--- config.mk ---
export PLATFORM = sky130hd
export DESIGN_NAME = cs_decoder
export DESIGN_NICKNAME = d
export VERILOG_FILES = /design/src/rtl/cs_pkg.sv /design/src/rtl/cs_channel.sv /design/src/rtl/cs_decoder.sv
export SDC_FILE = /design/constraint.sdc
export NUM_CORES = 1
export LEC_CHECK = 0
export CORE_ASPECT_RATIO = 0.9
export CORE_MARGIN = 5
export CORE_UTILIZATION = 35
export CTS_BUF_LIST = sky130_fd_sc_hd__clkbuf_4 sky130_fd_sc_hd__clkbuf_8
export CTS_CLUSTER_SIZE = 28
export DETAILED_ROUTE_END_ITERATION = 16
export SYNTH_ARGS = -nofsm -noshare
export SYNTH_HDL_FRONTEND = slang
export SYNTH_SLANG_ARGS = --single-unit
--- constraint.sdc ---
create_clock -name clk -period 3.35 [get_ports clk]
set_input_delay 0.67 -clock clk [delete_from_list [all_inputs] [get_ports clk]]
set_output_delay 0.67 -clock clk [all_outputs]
set_load 0.005 [all_outputs]
--- src/rtl/cs_pkg.sv ---
// cs_pkg: mode encodings, wait FSM state type and default wait width for cs_decoder.
// Wait-state support is enabled in the design by defining CS_WAIT_EN.
package cs_pkg;

    localparam int CS_WAIT_W = 4;

    typedef enum logic [1:0] {
        CS_MODE_ANY = 2'b00,
        CS_MODE_RD  = 2'b01,
        CS_MODE_WR  = 2'b10,
        CS_MODE_OFF = 2'b11
    } cs_mode_e;

    typedef enum logic {
        CS_IDLE = 1'b0,
        CS_WAIT = 1'b1
    } cs_wait_state_e;

    // RW is 1 for a read cycle and 0 for a write cycle.
    function automatic logic cs_mode_allows(input cs_mode_e mode, input logic rw);
        logic ok;
        case (mode)
            CS_MODE_ANY: ok = 1'b1;
            CS_MODE_RD:  ok = rw;
            CS_MODE_WR:  ok = ~rw;
            default:     ok = 1'b0;
        endcase
        return ok;
    endfunction

endpackage

--- src/rtl/cs_channel.sv ---
// cs_channel: config registers and address/direction match for one decode window.
// The per-channel wait register exists only when CS_WAIT_EN is defined.
module cs_channel
    import cs_pkg::*;
#(
    parameter int AW  = 16,
    parameter int SW  = 2,
    parameter int IDX = 0
`ifdef CS_WAIT_EN
    , parameter int WAIT_W = CS_WAIT_W
`endif
) (
    input  logic              i_clk,
    input  logic              i_rstN,
    input  logic              i_we,
    input  logic [SW-1:0]     i_sel,
    input  logic [AW-1:0]     i_mask,
    input  logic [AW-1:0]     i_pattern,
    input  logic [1:0]        i_mode,
`ifdef CS_WAIT_EN
    input  logic [WAIT_W-1:0] i_wait,
    output logic [WAIT_W-1:0] o_wait,
`endif
    input  logic [AW-1:0]     i_addr,
    input  logic              i_rw,
    output logic              o_match
);

    logic [AW-1:0] r_mask;
    logic [AW-1:0] r_pattern;
    cs_mode_e      r_mode;
    logic          w_we;

    // A select value with no matching channel index writes nothing.
    assign w_we = i_we && (i_sel == SW'(IDX));

    always_ff @(posedge i_clk) begin
        if (!i_rstN) begin
            r_mask    <= '0;
            r_pattern <= '0;
            r_mode    <= CS_MODE_OFF;
        end else if (w_we) begin
            r_mask    <= i_mask;
            r_pattern <= i_pattern;
            r_mode    <= cs_mode_e'(i_mode);
        end
    end

`ifdef CS_WAIT_EN
    logic [WAIT_W-1:0] r_wait;

    always_ff @(posedge i_clk) begin
        if (!i_rstN) begin
            r_wait <= '0;
        end else if (w_we) begin
            r_wait <= i_wait;
        end
    end

    assign o_wait = r_wait;
`endif

    assign o_match = (((i_addr ^ r_pattern) & r_mask) == '0) && cs_mode_allows(r_mode, i_rw);

endmodule

--- src/rtl/cs_decoder.sv ---
// cs_decoder: PHI2-synchronised, priority chip-select decoder with programmable windows.
// Define CS_WAIT_EN to build the RDY wait-state generator; otherwise RDY is tied high.
module cs_decoder
    import cs_pkg::*;
#(
    parameter  int CHANNELS = 4,
    parameter  int AW       = 16,
    parameter  int WAIT_W   = CS_WAIT_W,
    localparam int SW       = (CHANNELS > 1) ? $clog2(CHANNELS) : 1
) (
    input  logic                clk,
    input  logic                rstN,
    input  logic                PHI2,
    input  logic                RW,
    input  logic [AW-1:0]       A,
    input  logic                cfg_we,
    input  logic [SW-1:0]       cfg_sel,
    input  logic [AW-1:0]       cfg_mask,
    input  logic [AW-1:0]       cfg_pattern,
    input  logic [1:0]          cfg_mode,
    input  logic [WAIT_W-1:0]   cfg_wait,
    output logic [CHANNELS-1:0] ceN,
    output logic                hit,
    output logic [SW-1:0]       hit_idx,
    output logic                RDY
);

    logic                r_pMeta;
    logic                r_pSync;
    logic                r_pPrev;
    logic                w_phaseStart;
    logic                w_phaseEnd;
    logic [CHANNELS-1:0] w_match;
    logic                w_anyHit;
    logic [SW-1:0]       w_winIdx;
    logic [CHANNELS-1:0] w_ceNext;
    logic [CHANNELS-1:0] r_ceN;
    logic                r_hit;
    logic [SW-1:0]       r_hitIdx;

    always_ff @(posedge clk) begin
        if (!rstN) begin
            r_pMeta <= 1'b0;
            r_pSync <= 1'b0;
            r_pPrev <= 1'b0;
        end else begin
            r_pMeta <= PHI2;
            r_pSync <= r_pMeta;
            r_pPrev <= r_pSync;
        end
    end

    assign w_phaseStart = r_pSync & ~r_pPrev;
    assign w_phaseEnd   = ~r_pSync & r_pPrev;

`ifdef CS_WAIT_EN
    logic [WAIT_W-1:0] w_chWait [CHANNELS];
`endif

    for (genvar g = 0; g < CHANNELS; g++) begin : g_ch
        cs_channel #(
            .AW  (AW),
            .SW  (SW),
            .IDX (g)
`ifdef CS_WAIT_EN
            , .WAIT_W (WAIT_W)
`endif
        ) u_ch (
            .i_clk     (clk),
            .i_rstN    (rstN),
            .i_we      (cfg_we),
            .i_sel     (cfg_sel),
            .i_mask    (cfg_mask),
            .i_pattern (cfg_pattern),
            .i_mode    (cfg_mode),
`ifdef CS_WAIT_EN
            .i_wait    (cfg_wait),
            .o_wait    (w_chWait[g]),
`endif
            .i_addr    (A),
            .i_rw      (RW),
            .o_match   (w_match[g])
        );
    end

    // Scanning from the top down leaves the lowest matching index as winner.
    always_comb begin
        w_anyHit = 1'b0;
        w_winIdx = '0;
        for (int i = CHANNELS - 1; i >= 0; i--) begin
            if (w_match[i]) begin
                w_anyHit = 1'b1;
                w_winIdx = SW'(i);
            end
        end
        w_ceNext = '1;
        for (int i = 0; i < CHANNELS; i++) begin
            w_ceNext[i] = !(w_anyHit && (w_winIdx == SW'(i)));
        end
    end

    always_ff @(posedge clk) begin
        if (!rstN) begin
            r_ceN    <= '1;
            r_hit    <= 1'b0;
            r_hitIdx <= '0;
        end else if (w_phaseStart) begin
            r_ceN <= w_ceNext;
            r_hit <= w_anyHit;
            if (w_anyHit) begin
                r_hitIdx <= w_winIdx;
            end
        end else if (w_phaseEnd) begin
            r_ceN <= '1;
            r_hit <= 1'b0;
        end
    end

    assign ceN     = r_ceN;
    assign hit     = r_hit;
    assign hit_idx = r_hitIdx;

`ifdef CS_WAIT_EN
    cs_wait_state_e    r_state;
    logic [WAIT_W-1:0] r_cnt;
    logic              r_rdy;
    logic [WAIT_W-1:0] w_winWait;

    assign w_winWait = w_chWait[w_winIdx];

    // Once the count drains, the following phase is the completing access and must not reload.
    always_ff @(posedge clk) begin
        if (!rstN) begin
            r_state <= CS_IDLE;
            r_cnt   <= '0;
            r_rdy   <= 1'b1;
        end else begin
            case (r_state)
                CS_IDLE: begin
                    if (w_phaseStart && w_anyHit && (w_winWait != '0)) begin
                        r_cnt   <= w_winWait;
                        r_rdy   <= 1'b0;
                        r_state <= CS_WAIT;
                    end
                end
                CS_WAIT: begin
                    if (w_phaseEnd && (r_cnt != '0)) begin
                        r_cnt <= r_cnt - WAIT_W'(1);
                        if (r_cnt == WAIT_W'(1)) begin
                            r_rdy <= 1'b1;
                        end
                    end
                    if (w_phaseStart && (r_cnt == '0)) begin
                        r_state <= CS_IDLE;
                    end
                end
                default: r_state <= CS_IDLE;
            endcase
        end
    end

    assign RDY = r_rdy;
`else
    logic [WAIT_W-1:0] w_unusedWait;
    assign w_unusedWait = cfg_wait;
    assign RDY = 1'b1;
`endif

endmodule

# Yosys cells after proc, flatten, opt, wreduce, memory -nomap -nowiden
# Index checks and enable logic that the tools add are counted.
[totals]
wordCells = 89
ff_bits = 146
inputBits = 61
output_inout_bits = 8
[op_classes]
reduce_logical = 28
bitwise_logic = 13
eq_ne = 14
muxes = 16
[ops]
columns = ["cell", "n"]
rows = [
  ["16-bit AND", 4],
  ["16-bit logical NOT", 4],
  ["16-bit XOR", 4],
  ["2-bit == test (second input constant)", 8],
  ["2-bit by 1-bit == test with 1-bit output (second input constant)", 6],
  ["1-bit logical AND", 12],
  ["2-bit logical NOT", 6],
  ["1-bit case mux with 3 select lines", 4],
  ["2-bit two-way mux", 4],
  ["4-bit two-way mux", 2],
  ["1-bit two-way mux", 6],
  ["1-bit logical NOT", 4],
  ["1-bit inverter", 3],
  ["1-bit AND", 2],
  ["2-bit AND reduction", 1],
  ["2-bit nonzero test", 1],
]

# Longest topological paths before layout
[logic_depth]
word_depth = 12
mapped_depth = 7
mapped_depth_nobuf = 7

# Cells and area by module
# A second synthesis with hierarchy kept.
[hier_totals]
cells_unflattened = 757
hier_area_um2 = 6444.9
[by_module_without_submodules]
columns = ["module", "cells_per_inst", "seq_area_each_um2", "n_inst", "area_each_um2"]
rows = [
  ["cs_channel (g_ch[1].u_ch ...)", 178, 680.7, 2, 1514.0],
  ["cs_channel (g_ch[0].u_ch)", 178, 680.7, 1, 1502.7],
  ["cs_channel (g_ch[3].u_ch)", 177, 680.7, 1, 1488.9],
  ["cs_decoder", 46, 200.2, 1, 425.4],
]

# Least setup slack after synthesis
# Ideal clock, no wire load.
[synth_timing]
path_kind = "input -> register"
from = "input A[9]"
to = "register r_hitIdx[0] (netlist: hit_idx[0])"
slack_ns = 1.330
arrival_time_ns = 1.899
required_ns = 3.229
path_stages = 7
path_buffers = 0
setup_ns = 0.121
cell_sequence = "xor2_1 -> a222oi_1 -> inv_1 -> nor3_4 -> nor2b_1 -> o21a_1 -> mux2_2"
[synth_between]
elab_chain_cells = 9
word_cells_on_any_way = 25
cone_classes = "8 x mux; 8 x bitwise; 9 x reduce/logical"
[synth_lines]
columns = ["item", "line_no", "rtl"]
rows = [
  ["start, declared", "cs_decoder.sv:15", "input logic [AW-1:0] A,"],
  ["16-bit XOR", "cs_channel.sv:63", "assign o_match = (((i_addr ^ r_pattern) & r_mask) == '0) && cs_mode_allows(r_mode, i_rw);"],
  ["16-bit AND", "cs_channel.sv:63", ""],
  ["16-bit logical NOT", "cs_channel.sv:63", ""],
  ["1-bit logical AND", "cs_channel.sv:63", ""],
  ["1-bit two-way mux (4 in series)", "cs_decoder.sv:91", "if (w_match[i]) begin"],
  ["2-bit AND reduction (no line)", "n/a", ""],
  ["end signal, assigned", "cs_decoder.sv:111", "r_hitIdx <= w_winIdx;"],
  ["end, declared", "cs_decoder.sv:39", "logic [SW-1:0] r_hitIdx;"],
]
# Several ways; a longest one is shown, not always the timed one.
# A chain may end at the register's enable or synchronous reset.

# Worst setup path in the final report
[layout_timing]
from = "input A[6]"
to = "register r_ceN[3] (netlist: ceN[3])"
[layout_between]
elab_chain_cells = 12
word_cells_on_any_way = 28
cone_classes = "1 x eq/ne; 9 x mux; 8 x bitwise; 10 x reduce/logical"
[layout_lines]
columns = ["item", "line_no", "rtl"]
rows = [
  ["16-bit XOR", "cs_channel.sv:63", ""],
  ["16-bit AND", "cs_channel.sv:63", ""],
  ["16-bit logical NOT", "cs_channel.sv:63", ""],
  ["1-bit logical AND", "cs_channel.sv:63", ""],
  ["2-bit two-way mux (4 in series)", "cs_decoder.sv:91", ""],
  ["2-bit == test", "cs_decoder.sv:98", "w_ceNext[i] = !(w_anyHit && (w_winIdx == SW'(i)));"],
  ["1-bit logical AND (*)", "cs_decoder.sv:98", ""],
  ["1-bit logical NOT (*)", "cs_decoder.sv:98", ""],
  ["4-bit two-way mux (*)", "cs_decoder.sv:107", "end else if (w_phaseStart) begin"],
  ["end signal, assigned", "cs_decoder.sv:108", "r_ceN <= w_ceNext;"],
  ["end, declared", "cs_decoder.sv:37", "logic [CHANNELS-1:0] r_ceN;"],
]
# Mark *: on every way between the ends. The rest lies on a longest branch, timed or not.

==> results.cfg <==
[detailed_routing]
wl_per_cell_um = 16.0
routed_wl_um = 16900
drt_iter0_markers = 358
num_vias = 5075
drt-vias-per-instance = 4.81
drc = 0
detail-route-antenna-nets = 0
dr.pass1.iters = 5

[floorplan]
io_pins = 69
core_um2 = 17700
dieArea_um2 = 20900
start_util_pct = 35.7
fp.dieW_um = 152
rows = 46
die_y_um = 138

[pwr]
peakVddDrop_v = 0.000203
finalPower_w = 0.00352
cellPowerDensity_nw_per_um2 = 468
p_leak_nw = 2.83

[global_route]
grt_use_total_pct = 16.6
grt_max_degree = 63
antenna_found_initial = 0
overflow = 0
grt_pass1_vias = 4996
grt_pass1_wl_um = 27300

[worst_setup_path]
start_kind = primary input
critical_path_arrival_ns = 2.81
critPathMaxStageDelay_ns = 0.52
cp_max_fo = 4
endpoint_kind = flip-flop
path_class = in -> reg
required_ns = 3.66
critical_path.slowest_cell = clkdlybuf4s50_1
startpoint = A[6]
timing.rr.end = ceN[3]
worst-r2r-cell-count = 7
cp-endpoint = ceN[3]
rrSetupSlack_ns = 1.32
worstPathCellList = clkdlybuf4s50_1 -> xor2_1 -> a22oi_1 -> nand4_1 -> nor3_1 -> nor2_1 -> nor4b_1 -> a32oi_1
r2r_start = g_ch[3].u_ch.r_pattern[6]

[logic_synthesis]
synth.area.top_cells = dfxtp_1 46%, nand2_1 16%, a21boi_0 15%
postSynthAreaPerCell_um2 = 8.35
seq_area_frac_synth_pct = 46.1
synth_ff_type = dfxtp_1
yosys_warnings = 0
synth_top_area_cell = dfxtp_1
synth_fa_ha_area_share_pct = 0.197
syn_nets = 821
synth_top_family_by_area = simple AND/OR/NAND/NOR gates
synthDistinctLibCells = 36
synth_compound_area_share_pct = 20.3
async_reset_ff_share_pct = 0
synthMuxAreaShare_pct = 0.178
synth-edff-count = 0
synthSimpleGateAreaFrac_pct = 21.0
synth-xor-area-share_pct = 8.85
synth_area_um2 = 6340
ys_ff_latch = 146
yosys.area.top_type_share_pct = 46.1
synthCells = 759

[clock_tree]
cts_tree = yes
clk_pin_slew_ns = 0.08
post_cts_resized = 0
clock_latency_ns = 0.45
clockBufferDepth = 2
root_buffer = clkbuf_8
h-tree-depth = 4
hold_buffers = 0
cts.sinks = 146
postCtsSetupBuffers = 0
cts_inserted_buffers = 17

[placed_design]
place.gp.congestion = 0.775
dp_hpwl_um = 11300
io_buffers = 63

[final_layout]
syn_to_final_growth_pct = 18.8
post_route_cells_drive_above_1_share_pct = 6.13
final_nets = 865
antenna_cells = 0
final_util_pct = 42.5

[sta]
hold_viol_final = 0
period_share_pct = 74.5
worst_pin_slew_ns = 0.859
fin_skew_ns = 0.00966
fmax_mhz = 401
setup_viol = 0
maxSlewHeadroom_pct = 42.7
period_minus_slack_ns = 2.50
rsz0062_at_grt = false
slew_viol_final = 0
fin_setup_tns_ns = 0

[job]
maxCapViolations = 0

[status]
outcome = finished, final reports clean

[min_path]
min_path_cells = 1
hold_class = reg -> reg
## area by class of cell
type	count	area, um^2
multi-input combinational	559	3220
timing repair buffer	71	688
clock buffer	21	289
sequential	146	2920
clock inverter	11	85.1
fill	1859	10200
tap	240	300
inverter	8	30.0
## flip-flops by register name, summed over array words and instances (netlist names)
register             flops
g_ch.u_ch.r_mode         8
g_ch.u_ch.r_pattern     64
r_pPrev                  1
r_pMeta                  1
hit                      1
hit_idx                  2
r_pSync                  1
ceN                      4
g_ch.u_ch.r_mask        64
## worst max-delay path, delay by kind of cell
family,cells,cell delay [ns]
xor+xnor,1,0.19
compound gates,2,0.40
simple gates,4,1.02
buf+inv,1,0.52
## routing by layer
layer	wire [um]	vias to the layer above	track usage [%]
li1	-	2589	-
met2	7380	83	25.8
met5	0	-	0
met3	625	20	2.98
met1	8600	2383	23.4
met4	265	0	5.24
## synth_stat cells (2+ instances only)
master / n
nand2_1: 276
dfxtp_1: 146
a21boi_0: 128
xor2_1: 64
clkbuf_1: 45
a22oi_1: 24
nand3_1: 14
inv_1: 8
nor2b_1: 6
and2_1: 5
nor2_1: 5
a221oi_1: 4
a222oi_1: 4
nand4_1: 4
o21ai_0: 3
nor3_1: 2
nor3_4: 2
## layout by cell type, fill, tap and decap left out, types with 2 or more instances in the layout
| cell type | count |
|---|---|
| inv_1 | 8 |
| clkbuf_8 | 21 |
| a222oi_1 | 4 |
| nor2_1 | 4 |
| clkinvlp_4 | 2 |
| clkdlybuf4s50_1 | 62 |
| a221oi_1 | 4 |
| nor3_1 | 2 |
| a22oi_1 | 24 |
| a21boi_0 | 128 |
| nand2_1 | 276 |
| xor2_1 | 64 |
| and2_1 | 5 |
| clkinv_2 | 8 |
| nand3_1 | 14 |
| nor2b_1 | 6 |
| dfxtp_1 | 146 |
| nor3_4 | 2 |
| o21ai_0 | 3 |
| nand4_1 | 4 |
| buf_4 | 9 |
## through the flow
stage,area (um^2),setup slack (ns),std cells,hold slack (ns)
floorplan,6340,1.33,759,0.412
global placement,7160,0.389,1024,0.413
detailed placement,7160,0.337,1024,0.426
CTS,7530,0.823,1056,0.445
global route,7530,0.675,1056,0.456
finish,7530,0.854,1056,0.437
## kinds of logic (layout without fill, tap and decap cells)
group	count (synthesis)	after routing
DFF	146	146
muxes	1	1
adders and majority gates	1	1
and+or+nand+nor	323	323
other	1	1
xor gates and xnor gates	64	64
buffers and inverters	54	111
AOI/OAI and AO/OA	169	169
## worst min-delay path by stage
stage / from / end
2_1_floorplan: r_pMeta / r_pSync
3_3_place_gp: r_pMeta / r_pSync
3_5_place_dp: r_pMeta / r_pSync
4_1_cts: r_pMeta / r_pSync
5_1_grt: r_pMeta / r_pSync
6_report: r_pMeta / r_pSync
## power by group
part / leakage, nW / switching (W) / total, W / internal [W]
registers: 1.19 / 0.0000324 / 0.00183 / 0.00179
clock network: 0.197 / 0.000654 / 0.00131 / 0.000655
logic: 1.44 / 0.000223 / 0.000389 / 0.000166
total: 2.83 / 0.000909 / 0.00352 / 0.00261
Note: power is estimated with default switching activity, not from simulation.
